**config.mk**
```make
export PLATFORM = sky130hd
export DESIGN_NAME = fetch_unit
export DESIGN_NICKNAME = d
export VERILOG_FILES = /design/src/rtl/fetch_unit.sv
export SDC_FILE = /design/constraint.sdc
export NUM_CORES = 1
export LEC_CHECK = 0
export CORE_UTILIZATION = 37
export CTS_BUF_LIST = sky130_fd_sc_hd__clkbuf_16
export DETAILED_ROUTE_END_ITERATION = 8
export GPL_ROUTABILITY_DRIVEN = 1
export GPL_TIMING_DRIVEN = 0
export PLACE_DENSITY = 0.61
export RECOVER_POWER = 50
export SYNTH_ARGS = -nofsm -noshare
export SYNTH_HDL_FRONTEND = slang
export SYNTH_SLANG_ARGS = --single-unit
```
**constraint.sdc**
```tcl
create_clock -name clk -period 5.1 [get_ports clk]
set_clock_uncertainty 0.2 [all_clocks]
set_input_delay 1.02 -clock clk [delete_from_list [all_inputs] [get_ports clk]]
set_output_delay 1.02 -clock clk [all_outputs]
set_load 0.05 [all_outputs]
```
**src/rtl/fetch_unit.sv**
```systemverilog
// Instruction fetch stage: one outstanding read to a variable-latency memory,
// returned words buffered with their PC in a small FIFO, flushed on redirect.
module fetch_unit #(
  parameter int                ADDR_W   = 8,
  parameter logic [ADDR_W-1:0] RESET_PC = '0,
  parameter int                DEPTH    = 2
) (
  input  logic              clk,
  input  logic              resetn,
  output logic              mem_req,
  output logic [ADDR_W-1:0] mem_addr,
  input  logic              mem_gnt,
  input  logic              mem_rvalid,
  input  logic [31:0]       mem_rdata,
  input  logic              redirect_valid,
  input  logic [ADDR_W-1:0] redirect_pc,
  output logic              out_valid,
  output logic [31:0]       out_instr,
  output logic [ADDR_W-1:0] out_pc,
  input  logic              out_ready
);

  localparam int PTR_W = $clog2(DEPTH);
  localparam int CNT_W = $clog2(DEPTH + 1);

  typedef enum logic [1:0] {IDLE, REQ, PEND, DROP} state_t;

  state_t            state, state_n;
  logic [ADDR_W-1:0] fetch_pc, fetch_pc_n, mem_addr_n;
  logic              mem_req_n;
  logic [31:0]       instr_q [DEPTH];
  logic [ADDR_W-1:0] pc_q    [DEPTH];
  logic [PTR_W-1:0]  rd_ptr, wr_ptr;
  logic [CNT_W-1:0]  count, occ;
  logic              push, pop, issue;

  function automatic logic [PTR_W-1:0] next_ptr(input logic [PTR_W-1:0] p);
    return (p == PTR_W'(DEPTH - 1)) ? '0 : p + 1'b1;
  endfunction

  assign out_valid = (count != '0);
  assign out_instr = instr_q[rd_ptr];
  assign out_pc    = pc_q[rd_ptr];

  always_comb begin
    // NOTE: every output of this block gets a default first, so no path can infer a latch.
    state_n    = state;
    fetch_pc_n = fetch_pc;
    mem_req_n  = mem_req;
    mem_addr_n = mem_addr;
    issue      = 1'b0;
    pop        = out_valid & out_ready & ~redirect_valid;
    push       = (state == PEND) & mem_rvalid & ~redirect_valid;
    // Occupancy at the end of this cycle; a new request needs a free slot then.
    occ        = count - CNT_W'(pop) + CNT_W'(push);

    if (redirect_valid) begin
      fetch_pc_n = redirect_pc;
      mem_req_n  = 1'b0;
      unique case (state)
        IDLE:    state_n = IDLE;
        REQ:     state_n = mem_gnt ? DROP : IDLE;
        PEND:    state_n = mem_rvalid ? IDLE : DROP;
        DROP:    state_n = mem_rvalid ? IDLE : DROP;
        default: state_n = IDLE;
      endcase
    end else begin
      unique case (state)
        IDLE: issue = (occ < CNT_W'(DEPTH));
        REQ: begin
          if (mem_gnt) begin
            state_n    = PEND;
            mem_req_n  = 1'b0;
            fetch_pc_n = fetch_pc + 1'b1;
          end
        end
        PEND: begin
          if (mem_rvalid) begin
            state_n = IDLE;
            issue   = (occ < CNT_W'(DEPTH));
          end
        end
        DROP:    if (mem_rvalid) state_n = IDLE;
        default: state_n = IDLE;
      endcase
      // Back-to-back issue straight out of PEND keeps zero-wait throughput at 1 per 2 cycles.
      if (issue) begin
        state_n    = REQ;
        mem_req_n  = 1'b1;
        mem_addr_n = fetch_pc;
      end
    end
  end

  always_ff @(posedge clk) begin
    if (!resetn) begin
      state    <= IDLE;
      fetch_pc <= RESET_PC;
      mem_req  <= 1'b0;
      mem_addr <= RESET_PC;
      rd_ptr   <= '0;
      wr_ptr   <= '0;
      count    <= '0;
      // NOTE: FIFO storage is reset too so out_instr/out_pc read zero out of reset.
      for (int i = 0; i < DEPTH; i++) begin
        instr_q[i] <= '0;
        pc_q[i]    <= '0;
      end
    end else begin
      state    <= state_n;
      fetch_pc <= fetch_pc_n;
      mem_req  <= mem_req_n;
      mem_addr <= mem_addr_n;
      if (redirect_valid) begin
        rd_ptr <= '0;
        wr_ptr <= '0;
        count  <= '0;
      end else begin
        if (push) begin
          instr_q[wr_ptr] <= mem_rdata;
          pc_q[wr_ptr]    <= mem_addr;
          wr_ptr          <= next_ptr(wr_ptr);
        end
        if (pop) rd_ptr <= next_ptr(rd_ptr);
        count <= occ;
      end
    end
  end

endmodule

```
==> results summary <==
The area growth from synthesis to layout is 31.8%. The later-pin clock latency in the skew report came out at 0.33 ns. The net count of the mapped netlist came out at 396. The pin count of the biggest net entering global routing came out at 23. For this run, the number of Yosys warnings is 0.

The flow ran to the end, but the final reports show violations. Of the total synthesized cell area, the portion taken by AND, OR, NAND and NOR gates is 0.168. The pre-CTS setup slack is 1.34 ns. The final-report setup violation count came out at 0. STA puts the critical path data required time at 4.94 ns.

The number of gates resized after cts is 0. The number of cells traversed by the worst register-to-register path is 5. The post-CTS setup repair buffer count came out at 0. The compound-cell area share of the yosys netlist came out at 0.0412. In this run the remaining antenna-violating nets after routing total 0.

The proportion of synthesized area in mux cells came out at 0.101. For hold timing, the worst endpoint is mem_req$_SDFFE_PP0P_. The most used flip-flop cell after synthesis is sky130_fd_sc_hd__edfxtp_1. The final standard cell utilization of the core is 0.499.

The data arrival time of the critical path came out at 3.62 ns. Max-cap violations in this run came to 2. The number of clock buffers inserted by TritonCTS came out at 9. TritonCTS built the clock tree.

The checks that failed: max-capacitance violations, max-slew violations. Counting I/O delays and the setup requirement, the final critical path takes 3.78 ns. The average wire length per cell after detail routing is 15.3 microns. The number of levels in the clock H-tree came out at 3. The highest ir drop seen on vdd came out at 0.134 mV. The count of state elements after synthesis came out at 104. The area enclosed by the die boundary came out at 12800 sq um. The setup slack of the worst register-to-register path is 1.99 ns. The area share of fa/ha/maj cells after synthesis is 0.00824.

The number of top-level design ports came out at 96. The die boundary height is 113 microns. The number of global-route vias before repair was 3002. In this run the deepest clock path goes through 2 buffers. The synthesized netlist occupies a cell area of 4550 sq um. The startpoint identified for the worst register-to-register timing path is state[0]$_SDFFE_PN0P_.

The final instance area came out at 6000 sq um. Averaged over all synthesized cells, the footprint is 13.1 sq um. The placer's final routability congestion estimate came out at 0.803. After detailed routing, the number of remaining DRC violations is 0. The proportion of layout cells with a drive suffix above 1 is 0.151. The number of port buffers came out at 93.

The smallest setup slack after layout came out at 1.32 ns. The largest driver fanout on the critical path is 22. The count of TritonRoute iterations in the first routing pass is 4.

In this run the clock root is driven by a sky130_fd_sc_hd__clkbuf_16. The xor/xnor cell area share of the yosys netlist is 0.0228. Setup repair after global routing left no endpoint under its margin. The count of flip-flops with a built-in enable after synthesis came out at 80.

The number of instances in the synthesized netlist is 347. The transition at the pin with the smallest max-transition slack came out at 1.97 ns. For this run, the top clock speed supported by timing is 265 MHz. The detailed-route vias per instance came out at 4.88.

The final period utilization is 0.741. The worst setup path is captured at a flop. The cts-stage hold buffer count came out at 0.

For this block, the routed nets add up to 9230 microns of wire. In this run the power density over the cells is 308 nW/um^2. The count of pins over their slew limit came out at 38. The hold-critical path depth came out at 2. The number of hold-slack violations in the final timing report was 0. The number of placement rows came out at 40.

The headroom to the max-slew limit came out at -0.319. The reported leakage power came out at 2.18 nW. The core region area came out at 12000 sq um. The clock transition at the register clock pins on the worst setup and hold paths after CTS came out at 0.07 ns. The distinct cell type count of the synthesized netlist came out at 40. The worst hold path belongs to the class reg -> reg. The floorplan die width is 113 microns. Detailed routing inserted a total of 2954 vias. In this run the critical register-to-register path is captured at instr_q[1][22]$_SDFFCE_PN0P_. At the end of the flow, the number of nets in the layout was 502.

The total power of the final layout is 1.85 mW. STA classifies the critical path startpoint as an input pin. The number of antenna violations at the first check in global routing came out at 0. The dominant combinational cell family by area after synthesis is simple AND/OR/NAND/NOR gates.

The global router's overall resource usage came out at 0.152. Of the synthesized area, sequential elements account for 0.633. The first-iteration detailed-routing DRC count is 138.

The total overflow left after global routing is 0. The number of clock sinks came out at 104. The post-placement cell area is 5730 sq um. The critical path is of the in -> reg type. After synthesis, the share of flip-flops with an asynchronous set or reset is 0.

The final worst hold slack is 0.259 ns. The antenna diode count came out at 0. The initial utilization of the core area, before any placement, comes to 0.379. The worst hold path begins at mem_req$_SDFFE_PP0P_. The half-perimeter wire length after placement came out at 6290 microns. The global-route wire length before repair came out at 14900 microns.
[synthesized netlist by cell type (2+ instances only)]
library cell	instances	area (sq um)
sky130_fd_sc_hd__and2_1	80	500
sky130_fd_sc_hd__edfxtp_1	80	2400
sky130_fd_sc_hd__mux2_2	40	450
sky130_fd_sc_hd__dfxtp_1	24	480
sky130_fd_sc_hd__o21ai_0	16	80.1
sky130_fd_sc_hd__nand2_1	15	56.3
sky130_fd_sc_hd__clkbuf_1	13	48.8
sky130_fd_sc_hd__nand3_1	11	55.1
sky130_fd_sc_hd__nor2_1	10	37.5
sky130_fd_sc_hd__xnor2_1	7	61.3
sky130_fd_sc_hd__a21oi_1	6	30.0
sky130_fd_sc_hd__inv_1	6	22.5
sky130_fd_sc_hd__buf_1	3	11.3
sky130_fd_sc_hd__ha_1	3	37.5
sky130_fd_sc_hd__nor3_1	3	15.0
sky130_fd_sc_hd__buf_2	2	10.0
sky130_fd_sc_hd__nand4_1	2	12.5
sky130_fd_sc_hd__o211a_1	2	20.0
sky130_fd_sc_hd__o21a_1	2	15.0
sky130_fd_sc_hd__xor2_1	2	17.5
[per-layer routing]
| layer | up-vias | part of all wire | GRT usage |
|---|---|---|---|
| li1 | 1432 | - | - |
| met5 | - | 0 | 0 |
| met3 | 6 | 0.058 | 0.0359 |
| met4 | 0 | 0.0094 | 0.0404 |
| met1 | 1433 | 0.45 | 0.187 |
| met2 | 83 | 0.49 | 0.270 |
[layout make-up]
class,instances,area [sq um]
plain buffers,20,87.6
inverters,7,26.3
repair buffers,95,971
clock inverters,7,71.3
clock buffers,9,225
fillers,1069,6010
multi-input cells,216,1550
flip-flops and latches,104,2880
well taps,147,184
[flip-flops by register name, indices dropped and copies added, names as in the netlist, named ones only]
name	cells
rd_ptr	1
mem_req	1
mem_addr	8
count	2
fetch_pc	8
instr_q	64
pc_q	16
state	2
wr_ptr	1
[worst max path at each step]
stage | startpoint | end | slack (ns) | cells after the start
final | mem_rvalid | instr_q[1][22]$_SDFFCE_PN0P_ | 1.32 | 4
after floorplan | redirect_valid | instr_q[0][0]$_SDFFCE_PN0P_ | 0.09 | 4
after global routing | mem_rvalid | instr_q[0][22]$_SDFFCE_PN0P_ | 1.10 | 4
after global placement | mem_rvalid | instr_q[1][5]$_SDFFCE_PN0P_ | -2.16 | 3
after CTS | flop | out_instr[30] | 1.41 | 3
after detailed placement | mem_rvalid | mem_addr[5]$_SDFFE_PN0P_ | 1.34 | 9
[per-stage QoR]
stage | cells | TNS, ns
floorplan | 347 | 0
global placement | 587 | -172.56
detailed placement | 589 | 0
CTS | 605 | 0
global route | 605 | 0
finish | 605 | 0
[worst max-delay path: stages]
cell                            delay, ns
sky130_fd_sc_hd__dlygate4sd3_1       0.59
sky130_fd_sc_hd__nand3_1             0.19
sky130_fd_sc_hd__o21ai_1             1.52
sky130_fd_sc_hd__buf_12              0.29
[kinds of logic (layout without fill, tap and decap cells)]
family | Yosys count | in the layout
AO/OA/AOI/OAI | 31 | 31
XOR/XNOR | 10 | 10
adder cells (fa/ha/maj) | 3 | 3
buffers and inverters | 27 | 138
flip-flops | 104 | 104
multiplexers | 41 | 41
AND/OR/NAND/NOR | 131 | 131
[cell usage in the layout, fill, tap and decap left out, drive strengths merged, types with 2 or more instances in the layout]
cell	netlist	routed
a21oi	6	6
and2	80	80
and3	2	2
buf	7	8
clkbuf	13	23
clkdlybuf4s50	0	86
clkinv	1	6
dfxtp	24	24
dlygate4sd3	0	7
edfxtp	80	80
ha	3	3
inv	6	7
mux2	40	40
nand2	15	15
nand3	12	12
nand4	2	2
nor2	10	10
nor3	3	3
nor4	2	2
o211a	2	2
o21a	2	2
o21ai	17	17
xnor2	7	7
xor2	2	2
[power by group]
group	leakage [nW]	total (mW)	switching (mW)	internal [mW]
Combinational	1.01	0.208	0.121	0.0870
Clock	0.150	0.684	0.303	0.382
Sequential	1.02	0.958	0.0152	0.943
Total	2.18	1.85	0.439	1.41
Power figures use the tool's default switching activity.
